File: src/rtl/mult_div_pkg.sv
// rtl/mult_div_pkg.sv - shared state enum, op encodings and default width
package mult_div_pkg;

  localparam int DEFAULT_WIDTH = 32;

  localparam logic OP_MULT = 1'b0;
  localparam logic OP_DIV  = 1'b1;

  typedef enum logic [1:0] {
    IDLE,
    MULT,
    DIV,
    FINISH
  } state_t;

endpackage

File: src/rtl/mult_div_unit_if.sv
// rtl/mult_div_unit_if.sv - control-side handshake and HI/LO result bundle
interface mult_div_unit_if
  import mult_div_pkg::*;
#(
  parameter int WIDTH = DEFAULT_WIDTH
);

  logic             start;
  logic             op;
  logic [WIDTH-1:0] a;
  logic [WIDTH-1:0] b;
  logic             busy;
  logic             done;
  logic             div_zero;
  logic [WIDTH-1:0] hi;
  logic [WIDTH-1:0] lo;

  modport master (
    output start, op, a, b,
    input  busy, done, div_zero, hi, lo
  );

  modport slave (
    input  start, op, a, b,
    output busy, done, div_zero, hi, lo
  );

endinterface

File: src/rtl/mult_div_unit_div_step.sv
// rtl/mult_div_unit_div_step.sv - one restoring shift/trial-subtract step on magnitudes
module mult_div_unit_div_step #(
  parameter int WIDTH = 32
) (
  input  logic [WIDTH-1:0] rem,
  input  logic [WIDTH-1:0] quo,
  input  logic [WIDTH-1:0] dvsr,
  output logic [WIDTH-1:0] rem_next,
  output logic [WIDTH-1:0] quo_next
);

  // Remainder stays below the divisor, so the shifted value fits in WIDTH+1 bits
  // and the top bit of the trial difference is its sign.
  logic [WIDTH:0] shifted;
  logic [WIDTH:0] trial;

  // Shift in the next dividend bit, trial-subtract, keep or restore.
  always_comb begin
    shifted  = {rem, quo[WIDTH-1]};
    trial    = shifted - {1'b0, dvsr};
    quo_next = {quo[WIDTH-2:0], ~trial[WIDTH]};
    rem_next = trial[WIDTH] ? shifted[WIDTH-1:0] : trial[WIDTH-1:0];
  end

endmodule

File: src/rtl/mult_div_unit.sv
// rtl/mult_div_unit.sv - multicycle signed Booth multiply / restoring divide writing HI/LO
module mult_div_unit
  import mult_div_pkg::*;
#(
  parameter int WIDTH = DEFAULT_WIDTH
) (
  input  logic           clk,
  input  logic           reset,
  mult_div_unit_if.slave bus
);

  localparam int CW = $clog2(WIDTH);
  localparam int PW = 2 * WIDTH + 1;

  state_t           state_q, state_d;
  logic [PW-1:0]    prod_q, prod_next;
  logic [WIDTH-1:0] mcand_q;
  logic [WIDTH-1:0] rem_q, quo_q, dvsr_q;
  logic [WIDTH-1:0] rem_next, quo_next;
  logic             quo_neg_q, rem_neg_q;
  logic [CW-1:0]    count_q;
  logic             busy_q, done_q, div_zero_q;
  logic [WIDTH-1:0] hi_q, lo_q;
  logic             last_iter;
  logic             start_div_zero;
  logic [WIDTH:0]   upper_ext, mcand_ext, booth_sum;

  function automatic logic [WIDTH-1:0] mag(input logic [WIDTH-1:0] v);
    return v[WIDTH-1] ? -v : v;
  endfunction

  assign last_iter      = (count_q == CW'(WIDTH - 1));
  assign start_div_zero = bus.start && (bus.op == OP_DIV) && (bus.b == '0);

  mult_div_unit_div_step #(.WIDTH(WIDTH)) u_div_step (
    .rem      (rem_q),
    .quo      (quo_q),
    .dvsr     (dvsr_q),
    .rem_next (rem_next),
    .quo_next (quo_next)
  );

  // Booth step: the add/sub is one bit wider so a most-negative multiplicand
  // cannot overflow before the arithmetic shift folds the sign back in.
  always_comb begin
    upper_ext = {prod_q[PW-1], prod_q[PW-1:WIDTH+1]};
    mcand_ext = {mcand_q[WIDTH-1], mcand_q};
    case (prod_q[1:0])
      2'b01:   booth_sum = upper_ext + mcand_ext;
      2'b10:   booth_sum = upper_ext - mcand_ext;
      default: booth_sum = upper_ext;
    endcase
    prod_next = {booth_sum, prod_q[WIDTH:1]};
  end

  // Next-state logic; FINISH always lasts one cycle.
  always_comb begin
    state_d = state_q;
    case (state_q)
      IDLE: begin
        if (bus.start) begin
          if (bus.op == OP_MULT)   state_d = MULT;
          else if (start_div_zero) state_d = FINISH;
          else                     state_d = DIV;
        end
      end
      MULT, DIV: if (last_iter) state_d = FINISH;
      FINISH:    state_d = IDLE;
      default:   state_d = IDLE;
    endcase
  end

  // State register.
  always_ff @(posedge clk) begin
    if (reset) state_q <= IDLE;
    else       state_q <= state_d;
  end

  // Datapath: operand capture, iteration, and the single HI/LO write on FINISH entry.
  always_ff @(posedge clk) begin
    if (reset) begin
      prod_q     <= '0;
      mcand_q    <= '0;
      rem_q      <= '0;
      quo_q      <= '0;
      dvsr_q     <= '0;
      quo_neg_q  <= 1'b0;
      rem_neg_q  <= 1'b0;
      count_q    <= '0;
      busy_q     <= 1'b0;
      done_q     <= 1'b0;
      div_zero_q <= 1'b0;
      hi_q       <= '0;
      lo_q       <= '0;
    end else begin
      busy_q     <= (state_d == MULT) || (state_d == DIV);
      done_q     <= (state_d == FINISH);
      div_zero_q <= (state_q == IDLE) && start_div_zero;
      case (state_q)
        IDLE: begin
          if (bus.start) begin
            count_q   <= '0;
            mcand_q   <= bus.a;
            prod_q    <= {{WIDTH{1'b0}}, bus.b, 1'b0};
            rem_q     <= '0;
            quo_q     <= mag(bus.a);
            dvsr_q    <= mag(bus.b);
            quo_neg_q <= bus.a[WIDTH-1] ^ bus.b[WIDTH-1];
            rem_neg_q <= bus.a[WIDTH-1];
          end
        end
        MULT: begin
          prod_q  <= prod_next;
          count_q <= count_q + CW'(1);
          if (last_iter) begin
            hi_q <= prod_next[PW-1:WIDTH+1];
            lo_q <= prod_next[WIDTH:1];
          end
        end
        DIV: begin
          rem_q   <= rem_next;
          quo_q   <= quo_next;
          count_q <= count_q + CW'(1);
          if (last_iter) begin
            hi_q <= rem_neg_q ? -rem_next : rem_next;
            lo_q <= quo_neg_q ? -quo_next : quo_next;
          end
        end
        default: ;
      endcase
    end
  end

  assign bus.busy     = busy_q;
  assign bus.done     = done_q;
  assign bus.div_zero = div_zero_q;
  assign bus.hi       = hi_q;
  assign bus.lo       = lo_q;

endmodule

File: src/flat_wrapper.sv
// flat-port wrapper written by rule: the top's interface ports become plain ports
module mult_div_unit_flat import mult_div_pkg::*;
#(
  parameter int WIDTH = DEFAULT_WIDTH
)
  (clk, reset, bus_start, bus_op, bus_a, bus_b, bus_busy, bus_done, bus_div_zero, bus_hi, bus_lo);
  mult_div_unit_if #(.WIDTH(WIDTH)) bus_i ();
  input  logic clk;
  input  logic reset;
  input wire logic [$bits(bus_i.start)-1:0] bus_start;
  input wire logic [$bits(bus_i.op)-1:0] bus_op;
  input wire logic [$bits(bus_i.a)-1:0] bus_a;
  input wire logic [$bits(bus_i.b)-1:0] bus_b;
  output wire logic [$bits(bus_i.busy)-1:0] bus_busy;
  output wire logic [$bits(bus_i.done)-1:0] bus_done;
  output wire logic [$bits(bus_i.div_zero)-1:0] bus_div_zero;
  output wire logic [$bits(bus_i.hi)-1:0] bus_hi;
  output wire logic [$bits(bus_i.lo)-1:0] bus_lo;
  assign bus_i.start = bus_start;
  assign bus_i.op = bus_op;
  assign bus_i.a = bus_a;
  assign bus_i.b = bus_b;
  assign bus_busy = bus_i.busy;
  assign bus_done = bus_i.done;
  assign bus_div_zero = bus_i.div_zero;
  assign bus_hi = bus_i.hi;
  assign bus_lo = bus_i.lo;
  mult_div_unit #(.WIDTH(WIDTH)) u_core (.clk(clk), .reset(reset), .bus(bus_i));
endmodule
File: config.mk
export PLATFORM = sky130hd
export DESIGN_NAME = mult_div_unit_flat
export DESIGN_NICKNAME = d
export VERILOG_FILES = /design/src/rtl/mult_div_pkg.sv /design/src/rtl/mult_div_unit_if.sv /design/src/rtl/mult_div_unit_div_step.sv /design/src/rtl/mult_div_unit.sv /design/src/flat_wrapper.sv
export SDC_FILE = /design/constraint.sdc
export NUM_CORES = 1
export LEC_CHECK = 0
export CORE_UTILIZATION = 55
export CTS_CLUSTER_DIAMETER = 80
export CTS_CLUSTER_SIZE = 16
export DETAILED_ROUTE_END_ITERATION = 8
export PLACE_DENSITY = 0.85
export SYNTH_ARGS = -nofsm -noshare
export SYNTH_HDL_FRONTEND = slang
export SYNTH_SLANG_ARGS = --single-unit
File: constraint.sdc
create_clock -name clk -period 6.6 [get_ports clk]
set_input_delay 1.32 -clock clk [delete_from_list [all_inputs] [get_ports clk]]
set_output_delay 1.32 -clock clk [all_outputs]
set_load 0.02 [all_outputs]
==> out/qor.log <==
[status] result of the run finished clean
[clock_tree] H-tree lvl count 1
[synthesis] Post-synth EDFFs 0
[power] leak pwr 0.007551 µW
[flow_run] number of max-capacitance violations reported 0
[synthesis] register bit total from synthesis 268
[route] Initial DRC Count 2167
[timing] setup repair after global routing missed its margin false
[route] antenna violation net count after detailed routing 0
[setup_path] Crit Path Max Fanout 46
[setup_path] type of destination of the critical path flip-flop
[floorplanning] width of the die 184.2 µm
[synthesis] cell types with the highest counts after synthesis sky130_fd_sc_hd__nor2_1, sky130_fd_sc_hd__nand2_1, sky130_fd_sc_hd__dfxtp_1
[timing] relative slew slack 18.61%
[synthesis] Synth Instances 2430
[floorplanning] starting density of the core 56.00%
[timing] Final WS setup 0.8675 ns
[timing] final critical-path required period 5.732 ns
[setup_path] WP data arrival 6.18 ns
[global_route] via count of the first global-routing pass 16670
[place] detailed placement HPWL 41780 µm
[synthesis] share of flip-flops with an asynchronous set or reset after synthesis 0%
[route] total DRC errors in the routed layout 0
[timing] max-slew violation count 0
[setup_path] reg2reg setup slack 0.87 ns
[route] Met1 Wirelength 24330 µm
[min_path] hold wc startpoint u_core.dvsr_q[26]
[clock_tree] clock latency on the worst-skew pair 0.55 ns
[route] met3 wire len 4188 µm
[timing] Tcrit/Tclk final 86.86%
[synthesis] count leader, synth sky130_fd_sc_hd__nor2_1
[global_route] first-pass GRT wire length 89350 µm
[setup_path] number of cells traversed by the worst register-to-register path 22
[setup_path] critical path startpoint category flip-flop
[floorplanning] Core ar. 32620 µm²
[synthesis] sequential area share after synthesis 29.37%
[setup_path] worst setup path category flip-flop to flip-flop
[clock_tree] number of buffers added by the clock tree synthesis step 22
[synthesis] yosys warns 0
[final_layout] area grow syn2layout 11.56%
[power] maximum VDD drop 0.3356 mV
[final_layout] Sequential Area 5365 µm²
[final_layout] total number of nets in the final design 2599
[power] cell area power density 415.2 nW/µm²
[floorplanning] Die Height 184.2 µm
[min_path] Tightest Hold Check Type flip-flop to flip-flop
[final_layout] Antenna Cells 0
[clock_tree] quantity of gates resized following cts 0
[timing] worst hold slack 0.4593 ns
[floorplanning] die footprint 33940 µm²
[final_layout] fill cell count 2840
[floorplanning] I/O pin total 135
[timing] number of hold-slack violations in the final timing report 0
[route] count of vias placed by the detailed router 18340
[clock_tree] cell at the root of the clock tree sky130_fd_sc_hd__clkbuf_16
[synthesis] Most used DFF post-synth sky130_fd_sc_hd__dfxtp_1
[clock_tree] CTS clk-pin slew, worst paths 0.08 ns
[clock_tree] CTS max path bufs 3
[synthesis] area of the mapped netlist 18270 µm²
[setup_path] R2R Path End u_core.bus.hi[30]
[timing] maximum frequency from static timing analysis 174.4 MHz
[global_route] sum of overflow across all layers after global routing 0
[global_route] maximum number of pins on one net before global-route repair 150
[clock_tree] post-CTS repair timing setup buffer count 0
[global_route] combined global-route utilization of all metal layers 32.94%
[setup_path] required time at the worst-slack endpoint 7.05 ns
[synthesis] Synth top area share 29.37%
[clock_tree] Post-CTS Hold Fix Bufs 0
[floorplanning] number of placement rows 66
[synthesis] syn nets 2576
[global_route] initial antenna violation count 0
[synthesis] average size of a mapped cell 7.516 µm²
[timing] setup TNS 0 ns
[place] routability congestion estimate 0.9496
[route] first-pass iteration count of the detailed router 6
[synthesis] unique cell type count in the Yosys netlist 98
[timing] measured slew at the worst slew-check pin 1.217 ns
[timing] number of setup violations in the final report 0
[synthesis] cell taking the most area after synthesis sky130_fd_sc_hd__dfxtp_1
[route] Routed WL 56790 µm
[route] highest metal layer with signal wires met4
[setup_path] FF-to-FF Start u_core.quo_q[31]
[clock_tree] Sink Count 268
[place] PortBufs 134
[place] pre-CTS setup slack 1.101 ns
[route] Vias per Instance 6.321
[route] final routed wire length divided by cell count 19.58 µm
[final_layout] share of cells above drive strength 1 4.067%
[min_path] instance count along the most critical hold path 2
[min_path] end point of the most critical hold path u_core.dvsr_q[26]
[synthesis] largest cells by area after synthesis sky130_fd_sc_hd__dfxtp_1, sky130_fd_sc_hd__nor2_1, sky130_fd_sc_hd__a21oi_1
[timing] worst-case clock skew 0.02041 ns
[final_layout] area taken by multi-input logic gates 12120 µm²
[route] met2 wire length 26160 µm
[clock_tree] TritonCTS clock tree done
## through the flow
step | utilization (%) | std cells | total power, µW | instance area [µm²]
2_1_floorplan | - | 2430 | 5724 | 18270
3_3_place_gp | 60.54 | 2871 | 6942 | 19750
3_5_place_dp | 60.54 | 2871 | 7080 | 19750
4_1_cts | 62.47 | 2901 | 8364 | 20380
5_1_grt | 62.47 | 2901 | 9005 | 20380
6_report | 62.47 | 2901 | 8460 | 20380
## report_power, final
| part | internal [µW] | switching [µW] |
|---|---|---|
| registers | 1980 | 366 |
| logic | 1710 | 3120 |
| clock network | 631 | 650 |
| total | 4320 | 4140 |
## worst max-delay path: stages (launching register included)
cell and delay, ns:
sky130_fd_sc_hd__dfxtp_1 0.39, sky130_fd_sc_hd__inv_1 0.06, sky130_fd_sc_hd__ha_1 0.22, sky130_fd_sc_hd__fa_1 0.41
sky130_fd_sc_hd__nand2b_1 0.24, sky130_fd_sc_hd__a21boi_4 0.25, sky130_fd_sc_hd__o211ai_1 0.16, sky130_fd_sc_hd__a21oi_1 0.35
sky130_fd_sc_hd__nor3_4 0.12, sky130_fd_sc_hd__nor2_8 0.60, sky130_fd_sc_hd__inv_4 0.14, sky130_fd_sc_hd__a21oi_1 0.27
sky130_fd_sc_hd__ha_1 0.28, sky130_fd_sc_hd__nand2_1 0.08, sky130_fd_sc_hd__nor3_1 0.17, sky130_fd_sc_hd__nand3_1 0.16
sky130_fd_sc_hd__nor3b_1 0.24, sky130_fd_sc_hd__a31oi_1 0.18, sky130_fd_sc_hd__nor3_1 0.34, sky130_fd_sc_hd__nand2_1 0.16
sky130_fd_sc_hd__or3b_1 0.38, sky130_fd_sc_hd__and3b_1 0.18, sky130_fd_sc_hd__nor4_1 0.22
## state kept, by name (all words and copies together) (netlist names), 2 cells and up
signal	flops
u_core.state_q	2
u_core.bus.lo	32
u_core.rem_q	32
u_core.mcand_q	31
u_core.bus.hi	32
u_core.count_q	5
u_core.prod_q	65
u_core.dvsr_q	32
u_core.quo_q	32
## placed cells by master (no fill, tap or decap), types with 23 or more instances in the layout
cell	count
sky130_fd_sc_hd__a211oi_1	118
sky130_fd_sc_hd__a21o_1	28
sky130_fd_sc_hd__a21oi_1	235
sky130_fd_sc_hd__a22oi_1	47
sky130_fd_sc_hd__clkbuf_16	23
sky130_fd_sc_hd__clkdlybuf4s50_1	133
sky130_fd_sc_hd__dfxtp_1	268
sky130_fd_sc_hd__ha_1	74
sky130_fd_sc_hd__inv_1	62
sky130_fd_sc_hd__mux2i_1	61
sky130_fd_sc_hd__nand2_1	302
sky130_fd_sc_hd__nand3_1	27
sky130_fd_sc_hd__nor2_1	323
sky130_fd_sc_hd__nor3_1	42
sky130_fd_sc_hd__o21ai_0	125
sky130_fd_sc_hd__o31ai_1	34
sky130_fd_sc_hd__or3_1	28
sky130_fd_sc_hd__xnor2_1	93
sky130_fd_sc_hd__xor2_1	95
## cell type report
| class | count | share of cell area, % |
|---|---|---|
| multi-input cells | 1946 | 59.47 |
| well taps | 442 | 2.714 |
| inverters | 65 | 1.210 |
| repair buffers | 150 | 7.191 |
| clock buffers | 24 | 2.843 |
| clock inverters | 6 | 0.2456 |
| flip-flops and latches | 268 | 26.33 |
## worst max-delay path by stage
stage                startpoint           endpoint  slack [ns]  cells after the start
2_1_floorplan  u_core.quo_q[31]  u_core.bus.hi[30]        1.42                     26
3_3_place_gp   u_core.quo_q[31]  u_core.bus.hi[30]        1.25                     22
3_5_place_dp   u_core.quo_q[31]  u_core.bus.hi[30]        1.10                     22
4_1_cts        u_core.quo_q[31]  u_core.bus.hi[30]        1.05                     22
5_1_grt        u_core.quo_q[31]  u_core.bus.hi[30]        0.34                     22
6_report       u_core.quo_q[31]  u_core.bus.hi[30]        0.87                     22
## metal layers
| layer | vias up | track usage (%) |
|---|---|---|
| met3 | 130 | 3.912 |
| li1 | 8752 | - |
| met4 | 0 | 12.70 |
| met2 | 820 | 54.32 |
| met5 | - | 0 |
| met1 | 8635 | 43.86 |
## logic make-up after synthesis
family | count (synthesis) | synth area share (%)
AND/OR/NAND/NOR | 877 | 21.84
AO/OA/AOI/OAI | 733 | 25.87
flip-flops | 268 | 29.37
buffers and inverters | 216 | 4.583
XOR/XNOR | 188 | 9.015
adder cells (fa/ha/maj) | 78 | 5.425
multiplexers | 70 | 3.898
Note: power is estimated with default switching activity, not from simulation.
